--- src/rtl/can_tx_frame_sequencer_if.sv ---
// CAN TX frame sequencer port bundle: mailbox request, bit-timing/stuffer strobes, bus bit and status.
// Latency: none (wires only).
// Backpressure: stuff_hold from the stuffer freezes the sequencer; no other flow control.
//
// Port summary:
//   enable, sample_point, Tx_request, tx_id, tx_dlc, tx_data, rx_bit, stuff_hold -> sequencer
//   tx_bit, field, bit_counter, stuff_enable, busy, tx_done, arb_lost, ack_error <- sequencer
interface can_tx_frame_sequencer_if;
  logic        enable;
  logic        sample_point;
  logic        Tx_request;
  logic [10:0] tx_id;
  logic [3:0]  tx_dlc;
  logic [63:0] tx_data;
  logic        rx_bit;
  logic        stuff_hold;
  logic        tx_bit;
  logic [3:0]  field;
  logic [5:0]  bit_counter;
  logic        stuff_enable;
  logic        busy;
  logic        tx_done;
  logic        arb_lost;
  logic        ack_error;

  // Master: mailbox / bit-timing side that drives the sequencer.
  modport master (
    output enable, sample_point, Tx_request, tx_id, tx_dlc, tx_data, rx_bit, stuff_hold,
    input  tx_bit, field, bit_counter, stuff_enable, busy, tx_done, arb_lost, ack_error
  );

  // Slave: the sequencer itself.
  modport slave (
    input  enable, sample_point, Tx_request, tx_id, tx_dlc, tx_data, rx_bit, stuff_hold,
    output tx_bit, field, bit_counter, stuff_enable, busy, tx_done, arb_lost, ack_error
  );
endinterface

--- src/rtl/can_tx_frame_sequencer.sv ---
// CAN 2.0A standard data frame sequencer (SOF..IFS) with internal CRC-15, arbitration and ACK checks.
// Latency: frame starts the clock after a request in IDLE; tx_bit/field/bit_counter follow each consumed bit in the same cycle.
// Backpressure: a bit is consumed only on sample_point with stuff_hold low; stuff_hold freezes all state.
//
// Ports: clock, reset_n (async active-low) plus the slave side of can_tx_frame_sequencer_if.
//   Status pulses tx_done / arb_lost / ack_error are registered and appear together with the return to IDLE.
module can_tx_frame_sequencer #(
  parameter logic [14:0] CRC_POLY = 15'h4599,
  parameter int          EOF_BITS = 7,
  parameter int          IFS_BITS = 3
) (
  input logic                     clock,
  input logic                     reset_n,
  can_tx_frame_sequencer_if.slave bus
);

  typedef enum logic [3:0] {
    S_IDLE     = 4'd0,
    S_SOF      = 4'd1,
    S_ARB      = 4'd2,
    S_CTRL     = 4'd3,
    S_DATA     = 4'd4,
    S_CRC      = 4'd5,
    S_CRC_DEL  = 4'd6,
    S_ACK_SLOT = 4'd7,
    S_ACK_DEL  = 4'd8,
    S_EOF      = 4'd9,
    S_IFS      = 4'd10
  } state_t;

  state_t      state_q, state_d;
  logic [5:0]  cnt_q, cnt_d;
  logic [14:0] crc_q, crc_d;
  logic [10:0] id_q;
  logic [3:0]  dlc_q;
  logic [63:0] data_q;
  logic        tx_done_q, tx_done_d;
  logic        arb_lost_q, arb_lost_d;
  logic        ack_error_q, ack_error_d;
  logic        load;

  logic        consume;
  logic        tx_bit_c;
  logic [6:0]  data_len;
  logic [6:0]  field_len;
  logic        last_bit;
  logic [3:0]  arb_idx;
  logic [1:0]  dlc_idx;
  logic [5:0]  data_idx;
  logic [3:0]  crc_idx;

  assign consume  = bus.sample_point & ~bus.stuff_hold;

  // Any DLC with bit 3 set (8..15) carries the full 8 bytes.
  assign data_len = dlc_q[3] ? 7'd64 : {1'b0, dlc_q[2:0], 3'b000};

  // MSB-first bit selectors for each field.
  assign arb_idx  = 4'd10 - cnt_q[3:0];
  assign dlc_idx  = 2'd1 - cnt_q[1:0];   // cnt 2..5 -> dlc bit 3..0
  assign data_idx = 6'd63 - cnt_q;
  assign crc_idx  = 4'd14 - cnt_q[3:0];  // CRC register is frozen during S_CRC

  always_comb begin
    tx_bit_c = 1'b1;
    case (state_q)
      S_SOF:   tx_bit_c = 1'b0;
      S_ARB:   tx_bit_c = (cnt_q < 6'd11) ? id_q[arb_idx] : 1'b0;   // last ARB bit is RTR
      S_CTRL:  tx_bit_c = (cnt_q < 6'd2) ? 1'b0 : dlc_q[dlc_idx];   // IDE, r0, then DLC
      S_DATA:  tx_bit_c = data_q[data_idx];
      S_CRC:   tx_bit_c = crc_q[crc_idx];
      default: tx_bit_c = 1'b1;
    endcase
  end

  always_comb begin
    field_len = 7'd1;
    case (state_q)
      S_ARB:   field_len = 7'd12;
      S_CTRL:  field_len = 7'd6;
      S_DATA:  field_len = data_len;
      S_CRC:   field_len = 7'd15;
      S_EOF:   field_len = 7'(EOF_BITS);
      S_IFS:   field_len = 7'(IFS_BITS);
      default: field_len = 7'd1;
    endcase
  end

  assign last_bit = ({1'b0, cnt_q} == (field_len - 7'd1));

  // Next-state / pulse logic. Priority: enable low, then start, then arbitration/ACK aborts, then advance.
  always_comb begin
    state_d     = state_q;
    cnt_d       = cnt_q;
    crc_d       = crc_q;
    load        = 1'b0;
    tx_done_d   = 1'b0;
    arb_lost_d  = 1'b0;
    ack_error_d = 1'b0;

    if (!bus.enable) begin
      state_d = S_IDLE;
      cnt_d   = '0;
      crc_d   = '0;
    end else if (state_q == S_IDLE) begin
      if (bus.Tx_request) begin
        load    = 1'b1;
        crc_d   = '0;
        cnt_d   = '0;
        state_d = S_SOF;
      end
    end else if (consume) begin
      if (state_q inside {S_SOF, S_ARB, S_CTRL, S_DATA}) begin
        crc_d = {crc_q[13:0], 1'b0} ^ ((tx_bit_c ^ crc_q[14]) ? CRC_POLY : 15'h0);
      end

      if (state_q == S_ARB && tx_bit_c && !bus.rx_bit) begin
        arb_lost_d = 1'b1;
        state_d    = S_IDLE;
        cnt_d      = '0;
      end else if (state_q == S_ACK_SLOT && bus.rx_bit) begin
        ack_error_d = 1'b1;
        state_d     = S_IDLE;
        cnt_d       = '0;
      end else if (last_bit) begin
        cnt_d = '0;
        case (state_q)
          S_SOF:      state_d = S_ARB;
          S_ARB:      state_d = S_CTRL;
          S_CTRL:     state_d = (dlc_q == 4'd0) ? S_CRC : S_DATA;
          S_DATA:     state_d = S_CRC;
          S_CRC:      state_d = S_CRC_DEL;
          S_CRC_DEL:  state_d = S_ACK_SLOT;
          S_ACK_SLOT: state_d = S_ACK_DEL;
          S_ACK_DEL:  state_d = S_EOF;
          S_EOF:      state_d = S_IFS;
          S_IFS: begin
            state_d   = S_IDLE;
            tx_done_d = 1'b1;
          end
          default:    state_d = S_IDLE;
        endcase
      end else begin
        cnt_d = cnt_q + 6'd1;
      end
    end
  end

  always_ff @(posedge clock or negedge reset_n) begin
    if (!reset_n) begin
      state_q     <= S_IDLE;
      cnt_q       <= '0;
      crc_q       <= '0;
      id_q        <= '0;
      dlc_q       <= '0;
      data_q      <= '0;
      tx_done_q   <= 1'b0;
      arb_lost_q  <= 1'b0;
      ack_error_q <= 1'b0;
    end else begin
      state_q     <= state_d;
      cnt_q       <= cnt_d;
      crc_q       <= crc_d;
      tx_done_q   <= tx_done_d;
      arb_lost_q  <= arb_lost_d;
      ack_error_q <= ack_error_d;
      if (load) begin
        id_q   <= bus.tx_id;
        dlc_q  <= bus.tx_dlc;
        data_q <= bus.tx_data;
      end
    end
  end

  assign bus.tx_bit       = tx_bit_c;
  assign bus.field        = state_q;
  assign bus.bit_counter  = cnt_q;
  assign bus.stuff_enable = (state_q >= S_SOF) && (state_q <= S_CRC);
  assign bus.busy         = (state_q != S_IDLE);
  assign bus.tx_done      = tx_done_q;
  assign bus.arb_lost     = arb_lost_q;
  assign bus.ack_error    = ack_error_q;

endmodule

--- src/flat_wrapper.sv ---
// flat-port wrapper written by rule: the top's interface ports become plain ports
module can_tx_frame_sequencer_flat 
#(
  parameter logic [14:0] CRC_POLY = 15'h4599,
  parameter int          EOF_BITS = 7,
  parameter int          IFS_BITS = 3
)
  (clock, reset_n, bus_enable, bus_sample_point, bus_Tx_request, bus_tx_id, bus_tx_dlc, bus_tx_data, bus_rx_bit, bus_stuff_hold, bus_tx_bit, bus_field, bus_bit_counter, bus_stuff_enable, bus_busy, bus_tx_done, bus_arb_lost, bus_ack_error);
  can_tx_frame_sequencer_if bus_i ();
  input logic clock;
  input logic reset_n;
  input wire logic [$bits(bus_i.enable)-1:0] bus_enable;
  input wire logic [$bits(bus_i.sample_point)-1:0] bus_sample_point;
  input wire logic [$bits(bus_i.Tx_request)-1:0] bus_Tx_request;
  input wire logic [$bits(bus_i.tx_id)-1:0] bus_tx_id;
  input wire logic [$bits(bus_i.tx_dlc)-1:0] bus_tx_dlc;
  input wire logic [$bits(bus_i.tx_data)-1:0] bus_tx_data;
  input wire logic [$bits(bus_i.rx_bit)-1:0] bus_rx_bit;
  input wire logic [$bits(bus_i.stuff_hold)-1:0] bus_stuff_hold;
  output wire logic [$bits(bus_i.tx_bit)-1:0] bus_tx_bit;
  output wire logic [$bits(bus_i.field)-1:0] bus_field;
  output wire logic [$bits(bus_i.bit_counter)-1:0] bus_bit_counter;
  output wire logic [$bits(bus_i.stuff_enable)-1:0] bus_stuff_enable;
  output wire logic [$bits(bus_i.busy)-1:0] bus_busy;
  output wire logic [$bits(bus_i.tx_done)-1:0] bus_tx_done;
  output wire logic [$bits(bus_i.arb_lost)-1:0] bus_arb_lost;
  output wire logic [$bits(bus_i.ack_error)-1:0] bus_ack_error;
  assign bus_i.enable = bus_enable;
  assign bus_i.sample_point = bus_sample_point;
  assign bus_i.Tx_request = bus_Tx_request;
  assign bus_i.tx_id = bus_tx_id;
  assign bus_i.tx_dlc = bus_tx_dlc;
  assign bus_i.tx_data = bus_tx_data;
  assign bus_i.rx_bit = bus_rx_bit;
  assign bus_i.stuff_hold = bus_stuff_hold;
  assign bus_tx_bit = bus_i.tx_bit;
  assign bus_field = bus_i.field;
  assign bus_bit_counter = bus_i.bit_counter;
  assign bus_stuff_enable = bus_i.stuff_enable;
  assign bus_busy = bus_i.busy;
  assign bus_tx_done = bus_i.tx_done;
  assign bus_arb_lost = bus_i.arb_lost;
  assign bus_ack_error = bus_i.ack_error;
  can_tx_frame_sequencer #(.CRC_POLY(CRC_POLY), .EOF_BITS(EOF_BITS), .IFS_BITS(IFS_BITS)) u_core (.clock(clock), .reset_n(reset_n), .bus(bus_i));
endmodule
--- config.mk ---
export PLATFORM = sky130hd
export DESIGN_NAME = can_tx_frame_sequencer_flat
export DESIGN_NICKNAME = d
export VERILOG_FILES = /design/src/rtl/can_tx_frame_sequencer_if.sv /design/src/rtl/can_tx_frame_sequencer.sv /design/src/flat_wrapper.sv
export SDC_FILE = /design/constraint.sdc
export NUM_CORES = 1
export LEC_CHECK = 0
export BUFFER_PORTS_ARGS = -buffer_cell sky130_fd_sc_hd__buf_2
export CAP_MARGIN = 20
export CORE_MARGIN = 4
export CORE_UTILIZATION = 45
export DETAILED_ROUTE_END_ITERATION = 7
export GPL_TIMING_DRIVEN = 0
export PLACE_DENSITY = 0.66
export SYNTH_ARGS = -nofsm -noshare
export SYNTH_HDL_FRONTEND = slang
export SYNTH_SLANG_ARGS = --single-unit
export TNS_END_PERCENT = 10
--- constraint.sdc ---
create_clock -name clock -period 8.33 [get_ports clock]
set_clock_uncertainty 0.15 [all_clocks]
set_input_delay 1.2495 -clock clock [delete_from_list [all_inputs] [get_ports clock]]
set_output_delay 1.2495 -clock clock [all_outputs]
set_load 0.02 [all_outputs]
==> out/summary.txt <==
CP Class = register to primary output
Mean Syn Cell Area = 12.1 um^2
CTS tree = built
Endpoints failing setup = 0
Initial antenna violation count = 0
LEAKAGE = 3.02 nW
CTS sink cnt = 107
Post-Synthesis Cells = 476
Syn_nets = 564
Initial core utilization = 45.8%
FMAX = 0.224 GHz
Tightest Pin Transition = 668 ps
Max Slew Vio Count = 0
Grt total ovfl = 0
Number of synthesized flops with an enable pin = 0
Synthesized flop and latch total = 107
Status = finished, final reports clean
Max-Cap Viols = 0
Crit path DAT = 3060 ps
H-Tree Depth = 3
Die area = 14700 um^2
Post-DR vias/cell = 5.53
Hold_buf cts = 0
Rows = 41
Post-Layout Cell Count = 764
Yosys warning count = 0
Max VDD drop = 0.000164 V
Synth area leaders = dfrtp_1 46%, mux2_2 16%, mux4_2 4.7%, mux2i_1 3.5%, nand2_1 2.3%
Dpl hpwl = 10.3 mm
Global Route Usage Sum = 19.6%
Pwr dens = 365 nW/um^2
Vias = 4225
Share of the synthesized area in the top cell type = 46.3%
Worst-path clk slew = 70 ps
Fill cell count = 1107
Wire length of the first global-routing pass = 22.6 mm
Clk_lat worst skew = 350 ps
Setup TNS = 0 ps
Worst hold path type = register to register
Worst setup path start = u_core.bus.bit_counter[1]$_DFFE_PN0P_
CP required = 6930 ps
Critical Path Sink Type = primary output
RSZ-0062 raised after global routing = false
Antenna fix cells = 0
Clock root cell = clkbuf_16
TritonRoute pass-1 iters = 5
Worst reg2reg path startpoint = u_core.bus.field[0]$_DFFE_PN0P_
Iteration-0 DRC Markers = 278
Worst-path fanout max = 10
Share of cells above drive strength 1 = 40.4%
Io pins = 102
Synth area leader = dfrtp_1
Largest net degree at the start of global routing = 74
Final Hold Violating Endpoints = 0
Tcrit/Tclk final = 53.5%
Synth cell types = 68
Most used DFF post-synth = dfrtp_1
Min-delay src = u_core.id_q[6]$_DFFE_PN0P_
Number of global-route vias before repair = 4298
Area of the core = 12600 um^2
Die Ht = 121 um
Layout area overhead = 18.6%
Number of post-CTS setup repair buffers = 0
Crit start category = register
Cts repair resizes = 0
Async set or reset register ratio after synthesis = 100%
I/O Buffers = 100
CTS max path bufs = 2
Post-synthesis sequential area ratio = 46.3%
Final WL = 13.8 mm
DRC = 0
Die X = 121 um
Min Tclk post-route = 4460 ps
Routability congestion estimate = 0.854
Detail Route Antenna Nets = 0
Post-synth top cells = 107 x dfrtp_1, 82 x mux2_2, 36 x nand2_1
Wirelength per Cell = 18.1 um
Slew headroom = 55.3%
Synthesized area = 5780 um^2
Placed insts = 749
# nets final = 676
CTS Buf Count = 9
Most common cell in the synthesized netlist = dfrtp_1
-- stage by stage --
step                      hold WS, ps  area [um^2]  utilization, %  total power (W)  worst slack (ps)
final                             350         6860            54.4          0.00250              3870
after global routing              363         6860            54.4          0.00267              3730
after CTS                         357         6860            54.4          0.00252              3900
after detailed placement          342         6530            51.7          0.00203              4280
after global placement            329         6500            51.5          0.00199              4290
after floorplan                   313         5780               -          0.00174              4590
-- power breakdown --
part	switching [W]	internal, W
Combinational	0.000555	0.000586
Clock	0.000186	0.000294
Sequential	0.000135	0.000746
-- metal layers --
layer,global-route usage [%],up-vias,part of all wire (%)
li1,-,1984,-
met1,27.1,2102,44
met2,31.4,129,49
met3,4.48,10,5.9
met4,5.25,0,0.96
met5,0,-,0
-- cell type report --
class	instances	area [um^2]	share of cell area, %
tap	172	215	3.14
timing repair buffer	101	531	7.73
multi-input combinational	328	2860	41.7
clock buffer	11	233	3.39
sequential	107	2680	39.0
clock inverter	4	98.8	1.44
buffer	33	214	3.12
inverter	8	30.0	0.438
-- worst max-delay path: stages, from the launching register on --
cell      delay (ps)
dfrtp_1          370
buf_2            220
buf_1            540
mux4_2           420
a22oi_1          190
a21oi_1          140
o31a_1           310
a21boi_2         150
buf_6            160
inv_1             50
buf_2            150
-- cells by family (layout without fill, tap and decap cells) --
kind of cell / after synthesis / count (layout) / share of synthesized area, %
mux: 116 / 116 / 25.0
fa+ha+maj: 2 / 2 / 0.433
flops: 107 / 107 / 46.3
simple gates: 104 / 104 / 9.41
buf+inv: 41 / 157 / 4.22
compound gates: 87 / 87 / 10.5
xor+xnor: 19 / 19 / 4.07
-- cell usage in the layout, fill, tap and decap left out, types with 3 or more instances in the layout --
cell	n
a21oi_1	15
o21ai_0	20
o31ai_1	3
nand4_1	4
nor2b_1	6
o211ai_1	4
mux2i_1	20
buf_6	6
nor2_1	18
nand2_1	36
mux4_2	12
a31oi_1	5
clkbuf_16	9
buf_1	3
xor2_1	6
buf_2	105
bufinv_16	3
clkbuf_8	3
dfrtp_1	107
a22o_1	8
a221oi_1	8
inv_1	8
nand2b_1	5
mux2_2	82
nor3_1	5
buf_4	3
clkbuf_1	15
xnor3_1	5
nand3_1	9
xnor2_1	8
-- state kept, by name, indices dropped and copies added (netlist names) --
signal,count
u_core.bus.ack_error,1
u_core.bus.arb_lost,1
u_core.bus.bit_counter,6
u_core.bus.field,4
u_core.bus.tx_done,1
u_core.crc_q,15
u_core.data_q,64
u_core.dlc_q,4
u_core.id_q,11
-- worst paths after layout --
check                                                   endpoint  slack [ps]  cells past startpoint
max in group asynchronous  u_core.bus.bit_counter[3]$_DFFE_PN0P_        6600                      2
max reg2reg                u_core.bus.bit_counter[0]$_DFFE_PN0P_        4790                     15
min reg2reg                           u_core.id_q[6]$_DFFE_PN0P_         350                      1
min in group asynchronous          u_core.data_q[13]$_DFFE_PN0P_         700                      1
min                                   u_core.id_q[6]$_DFFE_PN0P_         350                      1
max                                                   bus_tx_bit        3870                     10
(Power assumes the default switching activity.)
